**config.mk**
```make
export PLATFORM = sky130hd
export DESIGN_NAME = field_mul_arbiter
export DESIGN_NICKNAME = d
export VERILOG_FILES = /design/src/rtl/field_mul_arbiter.sv
export SDC_FILE = /design/constraint.sdc
export NUM_CORES = 1
export LEC_CHECK = 0
export BUFFER_PORTS_ARGS = -buffer_cell sky130_fd_sc_hd__buf_2
export CAP_MARGIN = 20
export CORE_AREA = 2 2 154 156
export CTS_CLUSTER_SIZE = 14
export DETAILED_ROUTE_END_ITERATION = 7
export DIE_AREA = 0 0 156 158
export HOLD_SLACK_MARGIN = 0.12
export SYNTH_ARGS = -nofsm -noshare
export SYNTH_HDL_FRONTEND = slang
export SYNTH_SLANG_ARGS = --single-unit
```
**constraint.sdc**
```tcl
create_clock -name clk -period 3.2 [get_ports clk]
set_input_delay 0.32 -clock clk [delete_from_list [all_inputs] [get_ports clk]]
set_output_delay 0.32 -clock clk [all_outputs]
set_load 0.1 [all_outputs]
```
**src/rtl/field_mul_arbiter.sv**
```systemverilog
// ---------------------------------------------------------------------------
// field_mul_arbiter
//
// Shares one multi-cycle, non-pipelined field multiplier among n_req
// requesters with round-robin arbitration. One operand pair is in flight
// at a time: the block grants a requester, launches the multiplier with a
// single-cycle mul_en, waits for mul_ready_pulse and then returns the
// product to the granted requester with a one-hot rsp_valid pulse.
//
// Ports
//   clk              rising-edge clock
//   rstb             synchronous, active-high reset
//   req_valid[k]     requester k has an operand pair (held until req_ack[k])
//   req_a / req_b    packed operands, requester k at [k*F +: F]
//   req_ack          one-hot, one-cycle: operands of requester k captured
//   rsp_valid        one-hot, one-cycle: rsp_c belongs to requester k
//   rsp_c            product, holds its value between responses
//   busy             high from grant until the response cycle (exclusive)
//   mul_en           one-cycle start pulse to the shared multiplier
//   mul_a / mul_b    registered operands to the multiplier
//   mul_ready_pulse  multiplier completion pulse
//   mul_c            multiplier result, sampled only on mul_ready_pulse
//
// The field width comes from field_arith_defs.v; the fallback below only
// applies when that header has not been compiled ahead of this file.
// ---------------------------------------------------------------------------
`ifndef F_NBITS
`define F_NBITS 32
`endif

module field_mul_arbiter #(
  parameter int n_req = 4
) (
  input  logic                        clk,
  input  logic                        rstb,
  input  logic [n_req-1:0]            req_valid,
  input  logic [n_req*`F_NBITS-1:0]   req_a,
  input  logic [n_req*`F_NBITS-1:0]   req_b,
  output logic [n_req-1:0]            req_ack,
  output logic [n_req-1:0]            rsp_valid,
  output logic [`F_NBITS-1:0]         rsp_c,
  output logic                        busy,
  output logic                        mul_en,
  output logic [`F_NBITS-1:0]         mul_a,
  output logic [`F_NBITS-1:0]         mul_b,
  input  logic                        mul_ready_pulse,
  input  logic [`F_NBITS-1:0]         mul_c
);

  localparam int ptr_bits = $clog2(n_req);
  localparam int fw       = `F_NBITS;

  typedef enum logic {
    IDLE = 1'b0,
    WAIT = 1'b1
  } state_t;

  state_t              state_reg;
  logic [ptr_bits-1:0] rr_ptr_reg;
  logic [ptr_bits-1:0] owner_reg;
  logic [n_req-1:0]    req_ack_reg;
  logic [n_req-1:0]    rsp_valid_reg;
  logic [fw-1:0]       rsp_c_reg;
  logic                busy_reg;
  logic                mul_en_reg;
  logic [fw-1:0]       mul_a_reg;
  logic [fw-1:0]       mul_b_reg;

  // Unpacked views of the packed operand buses.
  logic [fw-1:0] op_a [n_req];
  logic [fw-1:0] op_b [n_req];

  // Candidate k is the requester k positions above rr_ptr, modulo n_req.
  logic [ptr_bits:0]   cand_sum [n_req];
  logic [ptr_bits-1:0] cand_idx [n_req];
  logic [n_req-1:0]    cand_hit;

  logic                grant_found;
  logic [ptr_bits-1:0] grant_idx;
  logic [ptr_bits-1:0] rr_ptr_next;

  genvar gi;
  generate
    for (gi = 0; gi < n_req; gi++) begin : g_slot
      assign op_a[gi] = req_a[gi*fw +: fw];
      assign op_b[gi] = req_b[gi*fw +: fw];

      // Sum is one bit wider than the pointer so the wrap test cannot overflow.
      assign cand_sum[gi] = {1'b0, rr_ptr_reg} + (ptr_bits+1)'(gi);
      assign cand_idx[gi] = (cand_sum[gi] >= (ptr_bits+1)'(n_req))
                            ? ptr_bits'(cand_sum[gi] - (ptr_bits+1)'(n_req))
                            : cand_sum[gi][ptr_bits-1:0];
      assign cand_hit[gi] = req_valid[cand_idx[gi]];
    end
  endgenerate

  // Lowest offset from rr_ptr wins: scan downward so the closest hit is
  // written last.
  always_comb begin
    grant_found = |cand_hit;
    grant_idx   = '0;
    for (int i = n_req - 1; i >= 0; i--) begin
      if (cand_hit[i]) begin
        grant_idx = cand_idx[i];
      end
    end
  end

  assign rr_ptr_next = (grant_idx == ptr_bits'(n_req - 1))
                       ? '0 : grant_idx + ptr_bits'(1);

  always_ff @(posedge clk) begin
    if (rstb) begin
      state_reg     <= IDLE;
      rr_ptr_reg    <= '0;
      owner_reg     <= '0;
      req_ack_reg   <= '0;
      rsp_valid_reg <= '0;
      rsp_c_reg     <= '0;
      busy_reg      <= 1'b0;
      mul_en_reg    <= 1'b0;
      mul_a_reg     <= '0;
      mul_b_reg     <= '0;
    end else begin
      // All pulse outputs default low; they are raised for exactly one cycle.
      req_ack_reg   <= '0;
      rsp_valid_reg <= '0;
      mul_en_reg    <= 1'b0;

      case (state_reg)
        IDLE: begin
          // A mul_ready_pulse seen here is stray and deliberately dropped.
          if (grant_found) begin
            owner_reg              <= grant_idx;
            mul_a_reg              <= op_a[grant_idx];
            mul_b_reg              <= op_b[grant_idx];
            req_ack_reg[grant_idx] <= 1'b1;
            mul_en_reg             <= 1'b1;
            busy_reg               <= 1'b1;
            rr_ptr_reg             <= rr_ptr_next;
            state_reg              <= WAIT;
          end
        end

        WAIT: begin
          // req_valid is ignored here, so a request held high across its
          // ack cannot be accepted twice.
          if (mul_ready_pulse) begin
            rsp_c_reg                <= mul_c;
            rsp_valid_reg[owner_reg] <= 1'b1;
            busy_reg                 <= 1'b0;
            state_reg                <= IDLE;
          end
        end

        default: begin
          state_reg <= IDLE;
        end
      endcase
    end
  end

  assign req_ack   = req_ack_reg;
  assign rsp_valid = rsp_valid_reg;
  assign rsp_c     = rsp_c_reg;
  assign busy      = busy_reg;
  assign mul_en    = mul_en_reg;
  assign mul_a     = mul_a_reg;
  assign mul_b     = mul_b_reg;

endmodule

```
# After elaboration in Yosys (flattened, before gate mapping)
# Cells that the tools add are included.
# Widths: inputs -> output; s select.
totals:
  elab_cells: 80
  n_memories: 0
  out_inout_bits: 106
  latchBits: 0
  in_bits: 295
  reg_bits: 111
  ram_bits: 0
  mem_bits_ro: 0
classes:
  eq_ne: 3
  mux: 33
  div: 0
  n_bitwise: 4
  order_cmp: 13
  reduce_logical: 9
  multipliers: 0
  add_sub_neg: 8
  shifts: 0
ops:
  columns: ["operator", "count"]
  rows:
  - ["$bmux 32 s2", 2]
  - ["$mux 32", 4]
  - ["$lt 2x3->1 const B", 6]
  - ["$mux 2", 9]
  - ["$ge 3x3->1 const B", 4]
  - ["$mux 1", 10]
  - ["$bmux 1 s2", 4]
  - ["$sub 2x1->2 const B", 4]
  - ["$add 2x2->3 const B", 2]
  - ["$reduce_and 2->1", 3]
  - ["$reduce_or 3->1", 2]
  - ["$demux 1 s2", 2]
  - ["$ge 2x1->1 const B", 2]
  - ["$ne 2x2->1 const B", 2]
  - ["$pmux 1 s2", 2]
  - ["$reduce_or 4->1", 1]
  - ["$add 2x1->3 const B", 1]
  - ["$ge 2x3->1 const B", 1]
  - ["$not 1->1", 3]
  - ["$not 2->3", 1]
  - ["$add 2x1->2 const B", 1]
  - ["$eq 2x2->1 const B", 1]
  - ["$logic_and 1x1->1", 2]
  - ["$reduce_or 2->1", 1]

# Logic depth before layout (Yosys ltp)
depth:
  depth_word: 13
  ltp_mapped: 8
  depth_no_buf: 6

# Least setup slack after synthesis
# No wires, ideal clock.
synth_timing:
  kind: "register to register"
  startpoint: "register rr_ptr_reg[1]"
  endpoint: "register rr_ptr_reg[1]"
  t_arrival_ns: 1.714
  t_required_ns: 3.114
  path_stages_with_launch: 8
  n_path_buf: 2
  setup_ns: 0.086
  period_less_slack_ns: 1.800
  setup_slack_ns: 1.400
  path_cell_list: "dfxtp_1 -> nand2_1 -> a211o_1 -> and2_1 -> buf_4 -> buf_4 -> ha_1 -> a211oi_1"
synth_via:
  elab_chain_len: 11
synth_lines:
  columns: ["element", "line_no", "text"]
  rows:
  - ["start, declared", "59", "logic [ptr_bits-1:0] rr_ptr_reg;"]
  - ["start signal, assigned", "140", "rr_ptr_reg <= rr_ptr_next;"]
  - ["$add 2x2->3", "89", "assign cand_sum[gi] = {1'b0, rr_ptr_reg} + (ptr_bits+1)'(gi);"]
  - ["$ge 3x3->1 / $sub 2x1->2 (equally long branches)", "90, 91", null]
  - ["$mux 2", "91", "? ptr_bits'(cand_sum[gi] - (ptr_bits+1)'(n_req))"]
  - ["$bmux 1 s2", "93", "assign cand_hit[gi] = req_valid[cand_idx[gi]];"]
  - ["$mux 1 (implied by the code)", "93", null]
  - ["$mux 2 (4 in a row)", "103", "if (cand_hit[i]) begin"]
  - ["$add 2x1->2 / $eq 2x2->1 (equally long branches)", "110, 109", null]
  - ["$mux 2", "110", "? '0 : grant_idx + ptr_bits'(1);"]
# Several ways; a longest one is shown, not always the timed one. The select of a mux whose other input is x is not followed.
# A chain may end at the register's enable or synchronous reset.

# Worst setup path in the final report
layout_timing:
  startpoint: "register rr_ptr_reg[0]"
  endpoint: "register mul_b_reg[25], in the netlist mul_b[25]"
layout_via:
  elab_chain_len: 13
layout_lines:
  columns: ["element", "line_no", "text"]
  rows:
  - ["$add 2x2->3", "89", null]
  - ["$ge 3x3->1 / $sub 2x1->2 (equally long branches)", "90, 91", null]
  - ["$mux 2", "91", null]
  - ["$bmux 1 s2", "93", null]
  - ["$mux 1 (implied by the code)", "93", null]
  - ["$mux 2 (4 in a row)", "103", null]
  - ["$not 2->3 (implied by the code)", "136", "mul_b_reg <= op_b[grant_idx];"]
  - ["$bmux 32 s2", "136", null]
  - ["$mux 32 (implied by the code) (2 in a row)", "136", null]
  - ["end signal, assigned", "136", null]
  - ["end, declared", "67", "logic [fw-1:0] mul_b_reg;"]
# Several ways; a longest one is shown, not always the timed one. The select of a mux whose other input is x is not followed.

==> key figures <==
Route
  – Total DRC errors in the routed layout: 0
  – Number of detailed-routing iterations run before antenna repair: 5
  – Count of vias placed by the detailed router: a little over 6,000
  – Number of nets with antenna violations after routing: 0
  – Wire length after detailed routing: around 21,000 um
  – Detailed-route wire length per cell: around 17 um
  – Starting DRT DRC Count: ~340
  – DR vias/cell: between 4 and 5

Power
  – Pleak: between 4 and 5 nW
  – Design Power: approximately 5 mW
  – VDD IR max: 0.246 mV
  – PwrDens: between 600 and 700 nW/um^2

STA
  – Final hold viol count: 0
  – Tightest Pin Transition: roughly 950 ps
  – Final hold slack: ~160 ps
  – Slew Limit Headroom: 36.8%
  – Fmax: approximately 460 MHz
  – Worst-case setup margin in the final layout: approximately 1000 ps
  – Minimum clock period: approximately 2200 ps
  – Final Skew: around 8.0 ps
  – Final max-slew violation count: 0
  – Unrepaired setup endpoints after global routing: false
  – Final setup TNS: 0 ps
  – Count of endpoints failing setup in the final report: 0
  – Ratio of final minimum period to clock period: approximately two thirds

Setup path
  – Element type at the critical path end: flip-flop
  – Number of cells on the worst reg-to-reg path: 5
  – Worst Setup Path Type: reg -> reg
  – Ordered list of cells on the worst path: nor2b_1, a211o_1, nand3_2, a21o_1, o211ai_1
  – Crit path required time: 3480 ps
  – Startpoint type of the worst setup path: flip-flop
  – R2R Path Start: rr_ptr_reg[0]$_SDFFE_PP0P_
  – Crit Path Max Fanout: 41
  – Capture point of the critical path: mul_b[25]$_SDFFE_PP0P_
  – Crit path arrival time: 2450 ps
  – Largest stage delay on the critical path: between 700 and 800 ps
  – R2R Setup Slk: a little over 1000 ps
  – Critical path origin: rr_ptr_reg[0]$_SDFFE_PP0P_
  – End of the worst register-to-register path: mul_b[25]$_SDFFE_PP0P_
  – Max stage delay cell, worst path: nand3_2

Place
  – Number of cells after detailed placement: around 1,300
  – Hpwl dp: between 15,000 and 20,000 um
  – Weighted congestion at the end of routability-driven global placement: around 0.82
  – Worst setup slack after placement: a little under 900 ps
  – Placed cell area: a little under 8000 sq um
  – Quantity of I/O buffers inserted on ports: 400

Floorplanning
  – Cell row count: 56
  – Die extent in x: ~160 um
  – Die Y: approximately 160 um
  – Number of top-level pins: roughly 400
  – Placeable core region: about 23,000 sq um
  – Total die area: around 25,000 sq um
  – Initial core utilization: about 24%

Clocking
  – Number of CTS-inserted buffers: 9
  – CTS root buffer: clkbuf_16
  – Clock sink count: around 110
  – Cts repair resizes: 0
  – Clock transition time at the flip-flop clock pins of the worst setup and hold paths: 90 ps
  – Hold_buf cts: 0
  – Clock tree from TritonCTS: built
  – Number of buffers on the longest clock path: 2
  – Latest clock arrival within the worst-skew pair: roughly 360 ps
  – Count of H-tree levels built during CTS: 3
  – Buffer count from post-CTS setup fixing: 0

Yosys
  – Synthesized instance count: 636
  – Count of yosys warnings during synthesis: 0
  – Mean area per synthesized cell: around 8.9 sq um
  – Count of flip-flops with a built-in enable after synthesis: 0
  – Count leader, synth: dfxtp_1
  – Post-synthesis async set-or-reset flop share: 0%
  – Cell taking the most area after synthesis: dfxtp_1
  – Synthesized area: 5640 sq um
  – Syn_nets: 933
  – Number of library cell types mapped by synthesis: 40
  – Flip-flop and latch count after synthesis: about 110
  – Commonest cells post-synth: dfxtp_1, nand2_1, mux2i_1
  – Synth Flop Type: dfxtp_1
  – Seq/Total Area, Yosys: around two fifths
  – Share of the synthesized area in the top cell type: 39.4%
  – Top cells by area in the synthesized netlist: dfxtp_1, mux2i_1, o211ai_1, a21o_1, a22o_1

Run status
  – Result of the run: complete, no violations

Global route
  – Antenna violations before repair: 1
  – Total gr overflow: 0
  – Global-route wire length before repair: approximately 31,000 um
  – Overall fraction of global-route tracks in use: about 16%
  – Largest net degree at the start of global routing: 65
  – Vias in the first global route: ~5,800

Layout
  – Final core utilization: 35.6%
  – Area grow syn2layout: 45.6%
  – Fin area: 8210 sq um
  – Number of antenna diodes: 0
  – Number of nets in the layout: around 1,300
  – Filler-free cell count of the finished design: between 1,000 and 1,500
  – Share of layout cells above drive strength 1: 44.3%

Worst hold path
  – Instance count along the most critical hold path: 2
  – Hold/Removal Path Class: in -> reg

Run
  – Number of violations of the max-capacitance limit: 0
## report_power, final
group | internal (mW) | leakage [nW] | total [mW] | switching [mW]
Sequential | 1.54 | 0.913 | 1.62 | 0.0841
Combinational | 0.520 | 3.02 | 2.17 | 1.65
Clock | 0.580 | 0.157 | 1.23 | 0.649
Total | 2.64 | 4.09 | 5.02 | 2.38
## metal layers
| layer | share of wire (%) | vias up | GRT usage (%) | wire [um] |
|---|---|---|---|---|
| met5 | 0 | - | 0 | 0 |
| met2 | 50 | 257 | 29.3 | 10600 |
| met4 | 1.7 | 0 | 4.85 | 360 |
| met3 | 7.1 | 22 | 4.33 | 1520 |
| met1 | 42 | 2814 | 18.8 | 8920 |
| li1 | - | 3075 | - | - |
## how the worst min path moves through the flow
stage                              startpoint                 endpoint
global route                        mul_c[14]   rsp_c[14]$_SDFFE_PP0P_
global placement        rsp_c[4]$_SDFFE_PP0P_    rsp_c[4]$_SDFFE_PP0P_
finish                               mul_c[9]    rsp_c[9]$_SDFFE_PP0P_
floorplan           owner_reg[1]$_SDFFE_PP0P_  rsp_valid[1]$_SDFF_PP0_
CTS                                  mul_c[9]    rsp_c[9]$_SDFFE_PP0P_
detailed placement      rsp_c[4]$_SDFFE_PP0P_    rsp_c[4]$_SDFFE_PP0P_
## logic make-up (layout without fill, tap and decap cells)
kind of cell	Yosys count	after routing	synth area share, %
adder cells (fa/ha/maj)	2	2	0.444
AO/OA/AOI/OAI	234	234	29.1
flip-flops	111	111	39.4
multiplexers	66	66	11.7
buffers and inverters	63	433	5.04
AND/OR/NAND/NOR	160	160	14.3
## critical path, delay by kind of cell, from the launching register on
family,cells,cell delay [ps]
simple gates,2,1000
flops,1,330
compound gates,3,710
## placed cells by master, fill, tap and decap left out, types with 2 or more instances in the layout
master       n
nor2_1       8
buf_2      400
nand2_1     67
a211oi_1     2
inv_12       2
nor2_4       2
nand3_1     41
and3_1      24
a22o_1      32
nand2_2      2
a21boi_0    24
mux2i_1     66
o211ai_1    64
o21ai_0     44
buf_4       11
clkinv_8     3
a21o_1      41
o21ai_1     21
and2_1       3
inv_1        2
buf_12       2
a211o_1      2
clkbuf_16    9
dfxtp_1    111
ha_1         2
## layout make-up
type / count / area [sq um]
clock buffer: 9 / 225
clock inverter: 7 / 101
fill: 2381 / 14800
inverter: 4 / 16.3
multi-input combinational: 462 / 3150
sequential: 111 / 2220
tap: 290 / 363
timing repair buffer: 413 / 2120
No activity file was read; power rests on OpenSTA's default activity.
